==> config.mk <==
export PLATFORM = sky130hd
export DESIGN_NAME = rc4_prga_decrypt
export DESIGN_NICKNAME = d
export VERILOG_FILES = /design/src/rtl/rc4_prga_decrypt.sv
export SDC_FILE = /design/constraint.sdc
export NUM_CORES = 1
export LEC_CHECK = 0
export BUFFER_PORTS_ARGS = -buffer_cell sky130_fd_sc_hd__buf_2
export CELL_PAD_IN_SITES_DETAIL_PLACEMENT = 0
export CELL_PAD_IN_SITES_GLOBAL_PLACEMENT = 2
export CORE_UTILIZATION = 39
export CTS_BUF_LIST = sky130_fd_sc_hd__clkbuf_8
export DETAILED_ROUTE_END_ITERATION = 10
export PLACE_DENSITY_LB_ADDON = 0.05
export SYNTH_ARGS = -nofsm -noshare
export SYNTH_HDL_FRONTEND = slang
export SYNTH_SLANG_ARGS = --single-unit
export TNS_END_PERCENT = 1
==> constraint.sdc <==
create_clock -name clk -period 6.1 [get_ports clk]
set_clock_uncertainty 0.1 [all_clocks]
set_input_delay 0 -clock clk [delete_from_list [all_inputs] [get_ports clk]]
set_output_delay 0 -clock clk [all_outputs]
set_load 0.02 [all_outputs]
==> src/rtl/rc4_prga_decrypt.sv <==
// RC4 PRGA decrypt engine: keystream from the shared S memory, XOR with the encrypted ROM, plaintext to the RAM.
// Build option PLAINTEXT_CHECK_EN aborts the run (key_fail) on the first byte outside 'a'..'z' / space.
module rc4_prga_decrypt #(
    parameter int MSG_LEN = 32,
    parameter int K_W     = $clog2(MSG_LEN)
) (
    input  logic           clk,
    input  logic           reset_n,
    input  logic           start,
    output logic           busy,
    output logic           done,
    output logic           key_fail,
    output logic [7:0]     s_addr,
    output logic [7:0]     s_wdata,
    output logic           s_wren,
    input  logic [7:0]     s_rdata,
    output logic [K_W-1:0] e_addr,
    input  logic [7:0]     e_rdata,
    output logic [K_W-1:0] d_addr,
    output logic [7:0]     d_wdata,
    output logic           d_wren
);

    localparam logic [3:0] IDLE   = 4'd0;
    localparam logic [3:0] INC_I  = 4'd1;
    localparam logic [3:0] RD_SI  = 4'd2;
    localparam logic [3:0] CALC_J = 4'd3;
    localparam logic [3:0] RD_SJ  = 4'd4;
    localparam logic [3:0] LD_SJ  = 4'd5;
    localparam logic [3:0] WR_I   = 4'd6;
    localparam logic [3:0] WR_J   = 4'd7;
    localparam logic [3:0] RD_F   = 4'd8;
    localparam logic [3:0] LD_F   = 4'd9;
    localparam logic [3:0] WR_D   = 4'd10;
    localparam logic [3:0] DONE   = 4'd11;

    logic [3:0]     state;
    logic [7:0]     i, j, si, sj, f, e;
    logic [K_W-1:0] k;
    logic [7:0]     plain;
    logic           last_byte;
    logic           plain_bad;

    assign plain     = f ^ e;
    assign last_byte = (k == K_W'(MSG_LEN - 1));

`ifdef PLAINTEXT_CHECK_EN
    assign plain_bad = !(((plain >= 8'h61) && (plain <= 8'h7a)) || (plain == 8'h20));
`else
    assign plain_bad = 1'b0;
`endif

    // NOTE: state is updated with non-blocking assignments so every register samples pre-edge values.
    always_ff @(posedge clk or negedge reset_n) begin
        if (!reset_n) begin
            state    <= IDLE;
            i        <= '0;
            j        <= '0;
            si       <= '0;
            sj       <= '0;
            f        <= '0;
            e        <= '0;
            k        <= '0;
            key_fail <= 1'b0;
        end else begin
            case (state)
                IDLE, DONE: begin
                    if (start) begin
                        i        <= '0;
                        j        <= '0;
                        k        <= '0;
                        key_fail <= 1'b0;
                        state    <= INC_I;
                    end
                end
                INC_I: begin
                    i     <= i + 8'd1;
                    state <= RD_SI;
                end
                RD_SI:  state <= CALC_J;
                CALC_J: begin
                    si    <= s_rdata;
                    j     <= j + s_rdata;
                    state <= RD_SJ;
                end
                RD_SJ:  state <= LD_SJ;
                LD_SJ: begin
                    sj    <= s_rdata;
                    state <= WR_I;
                end
                // i == j needs no special case: both writes land on one cell with its own value
                WR_I:   state <= WR_J;
                WR_J:   state <= RD_F;
                RD_F:   state <= LD_F;
                LD_F: begin
                    f     <= s_rdata;
                    e     <= e_rdata;
                    state <= WR_D;
                end
                WR_D: begin
                    if (plain_bad) begin
                        key_fail <= 1'b1;
                        state    <= DONE;
                    end else if (last_byte) begin
                        state <= DONE;
                    end else begin
                        k     <= k + 1'b1;
                        state <= INC_I;
                    end
                end
                default: state <= IDLE;
            endcase
        end
    end

    // NOTE: every output gets a default before the case, so no latch can be inferred.
    always_comb begin
        s_addr  = 8'd0;
        s_wdata = 8'd0;
        s_wren  = 1'b0;
        d_wren  = 1'b0;
        case (state)
            RD_SI: s_addr = i;
            RD_SJ: s_addr = j;
            WR_I: begin
                s_addr  = i;
                s_wdata = sj;
                s_wren  = 1'b1;
            end
            WR_J: begin
                s_addr  = j;
                s_wdata = si;
                s_wren  = 1'b1;
            end
            RD_F:  s_addr = si + sj;
            WR_D:  d_wren = 1'b1;
            default: ;
        endcase
    end

    assign e_addr  = k;
    assign d_addr  = k;
    assign d_wdata = plain;
    assign busy    = (state != IDLE) && (state != DONE);
    assign done    = (state == DONE);

endmodule

==> out/results.txt <==
Number of enable flip-flop cells after synthesis: 0
Syn_area_per_cell: 9.95 µm²
CP cell instances: nand2_1 > a21oi_1 > a221oi_1 > o21ai_0 > buf_2
Commonest cells after routing, fill and taps aside: 57 x dfrtp_1, 56 x buf_2, 41 x nand2_1
Flops & latches, synth: 57
Number of port buffers: 56
Slew Limit Headroom: 0.372
Number of setup violations in the final report: 0
Setup crit start: state[0]
Max cap viols: 0
Detailed-placement wirelength estimate: 5.64 mm
Slew at the pin with the worst max-slew slack: 0.939 ns
Min Tclk post-route: 2.64 ns
Chip height: 95.4 µm
Number of nets still failing antenna checks after routing: 0
Critical Setup Path Class: reg2out
Master cell of the clock root buffer: clkbuf_8
Layout area overhead: 20.1%
Latest clock arrival within the worst-skew pair: 0.34 ns
Syn Std Cell Area: 3400 µm²
Worst Path Required: 6.00 ns
Maximum clock frequency: 0.378 GHz
Final count of pins violating max slew: 0
Post-Route Setup TNS: 0 ns
Number of fill cells in the layout: 796
Count of buffers added by post-CTS timing repair for setup: 0
Die area: 9100 µm²
Post-synth cell types: 56
Share of cells above drive strength 1: 0.247
Number of optimization iterations in the first detailed-route pass: 4
Worst Setup End Kind: output pin
Result of the run: completed
TritonCTS clock tree: yes
Synthesis Warnings: 0
Worst ir drop on vdd: 0.237 mV
I/O Pins: 58
Met3 capacity usage during global routing: 0.0550
Cell Rows: 33
Routability Congestion: 0.712
Overall routed net length: 7.75 mm
Inserted Diodes: 0
Wire length of the first global-routing pass: 12.5 mm
Initial DRC Count: 66
CP top delay family: compound AO/OA/AOI/OAI gates
Worst reg2reg startpoint: state[0]
DIE WIDTH: 95.4 µm
Core area: 8340 µm²
Total power consumption of the routed design: 2.18 mW
Residual overflow from global routing: 0
Endpoint of the worst register-to-register path: j[3]
Worst setup SP type: register
Most utilized layer in the global route result: met2
Final Hold Viols: 0
Pin count of the biggest net entering global routing: 58
Proportion of synthesized chip area in sequential cells: 0.419
RSZ-0062 raised after global routing: no
Hold/Removal Path Class: in2async
Number of buffers and inverters on the critical path: 1
Cells on worst reg2reg path: 3
Critical path fanouts, max: 20
Clk sinks: 57
Clock Tree Buf Depth: 2
Global routing met1 resource utilization: 0.256
Average detailed-routed wire length per instance: 14.8 µm
TritonCTS Buffers: 9
Vias in the first global route: 2458
Post-synth top area cell: dfrtp_1
CTS HTree Levels: 3
Nets: 450
Share of flip-flops with an asynchronous set or reset after synthesis: 1.00
Area share of the largest cell type after synthesis: 0.419
Initial antenna violation count: 0
Global-route usage over all layers: 0.187
Initial standard-cell utilization of the core: 0.408
Largest stage delay on the critical path: 0.87 ns
Power density relative to cell area: 534 nW/µm²
Arrival time worst endpoint: 2.54 ns
Most used DFF post-synth: dfrtp_1
Synth area leaders: dfrtp_1 42%, mux2_2 6.9%, ha_1 6.3%, nand2_1 4.5%, mux2i_1 3.8%
Cell with the largest stage delay on the worst path: dfrtp_1
Via count: 2656
Core occupancy in the finished layout: 0.490
Leakage Power: 2.02 nW
Setup slack, reg-to-reg: 3.74 ns
Most frequent standard cell in the layout excluding fill and tap cells: dfrtp_1
Period Utilization, post-route: 0.433
GR Util met2: 0.284
Mapped Cells: 342
Crit path to: s_addr[5]
# DRC: 0
Count of cell instances traversed by the critical path: 5
Net count after synthesis: 380
Routed vias/inst: 5.09
Register clock-pin slew on the reported worst setup and hold paths: 0.07 ns
==> how the worst min path moves through the flow <==
stage,from,end,slack [ns]
global route,e_rdata[5],e[5],0.30
CTS,reset_n,i[0],0.26
global placement,reset_n,i[0],0.11
floorplan,reset_n,d_addr[0],-0.40
finish,reset_n,i[0],0.23
detailed placement,reset_n,i[0],0.1
==> synthesized netlist by cell type, types with 2 or more instances <==
| library cell | number |
|---|---|
| dfrtp_1 | 57 |
| nand2_1 | 41 |
| nor2_1 | 23 |
| o21ai_0 | 22 |
| mux2_2 | 21 |
| ha_1 | 17 |
| mux2i_1 | 13 |
| xor2_1 | 13 |
| a21oi_1 | 9 |
| inv_1 | 9 |
| nand3_1 | 9 |
| buf_4 | 8 |
| o21ai_1 | 8 |
| buf_2 | 7 |
| nand2b_1 | 7 |
| xnor2_1 | 6 |
| a21o_1 | 5 |
| and3_1 | 4 |
| nand4_1 | 4 |
| a221o_1 | 3 |
| a22oi_1 | 3 |
| a31oi_1 | 3 |
| and2_1 | 3 |
| nor2b_1 | 3 |
| nor3_1 | 3 |
| or3_1 | 3 |
| a211oi_1 | 2 |
| a221oi_1 | 2 |
| fa_1 | 2 |
| mux2_1 | 2 |
| nor2_2 | 2 |
| nor3b_1 | 2 |
| o31ai_1 | 2 |
| or2_1 | 2 |
==> what timing repair did <==
item / in CTS / in global routing
hold buffers: 18 / 0
endpoints found under the hold margin: 91 / 0
endpoints found under the setup margin: 0 / 0
gates resized for setup: 0 / 0
==> final cells by class <==
cell class,count,area [µm²],area share
Clock buffer,9,124,0.0303
Clock inverter,7,63.8,0.0156
Inverter,9,33.8,0.00826
Multi-Input combinational cell,259,1830,0.448
Sequential cell,57,1430,0.349
Tap cell,105,131,0.0321
Timing Repair Buffer,76,475,0.116
==> registers in the layout, indices dropped and copies added, names as in the netlist <==
signal  cells
e           8
sj          8
f           8
d_addr      5
state       4
j           8
si          8
i           8
==> worst min-delay path: cells and delay by family <==
| family | cells | cell delay (ns) |
|---|---|---|
| buf+inv | 3 | 1.17 |
==> routing by layer <==
metal,share of wire,up-vias
met5,0,-
met4,0.011,0
met3,0.037,7
met2,0.43,43
met1,0.52,1264
li1,-,1342
==> report_power, final <==
part / internal [mW] / switching [mW] / leakage (nW)
Sequential: 0.540 / 0.201 / 0.733
Combinational: 0.480 / 0.622 / 1.19
Clock: 0.185 / 0.154 / 0.102
==> cell families after synthesis <==
| logic type | synth area share |
|---|---|
| simple gates | 0.169 |
| other cells | 0.00110 |
| compound gates | 0.131 |
| mux | 0.114 |
| buf+inv | 0.0423 |
| fa+ha+maj | 0.0743 |
| xor+xnor | 0.0489 |
| flops | 0.419 |
==> stage by stage <==
| stage | instance area [µm²] | std cells | hold slack, ns | setup WS (ns) |
|---|---|---|---|---|
| 2_1_floorplan | 3400 | 342 | -0.396 | 3.98 |
| 3_3_place_gp | 3720 | 488 | 0.106 | 3.82 |
| 3_5_place_dp | 3720 | 488 | 0.0964 | 3.77 |
| 4_1_cts | 4090 | 522 | 0.264 | 3.43 |
| 5_1_grt | 4090 | 522 | 0.304 | 3.22 |
| 6_report | 4090 | 522 | 0.227 | 3.46 |
No activity file was read; power rests on OpenSTA's default activity.
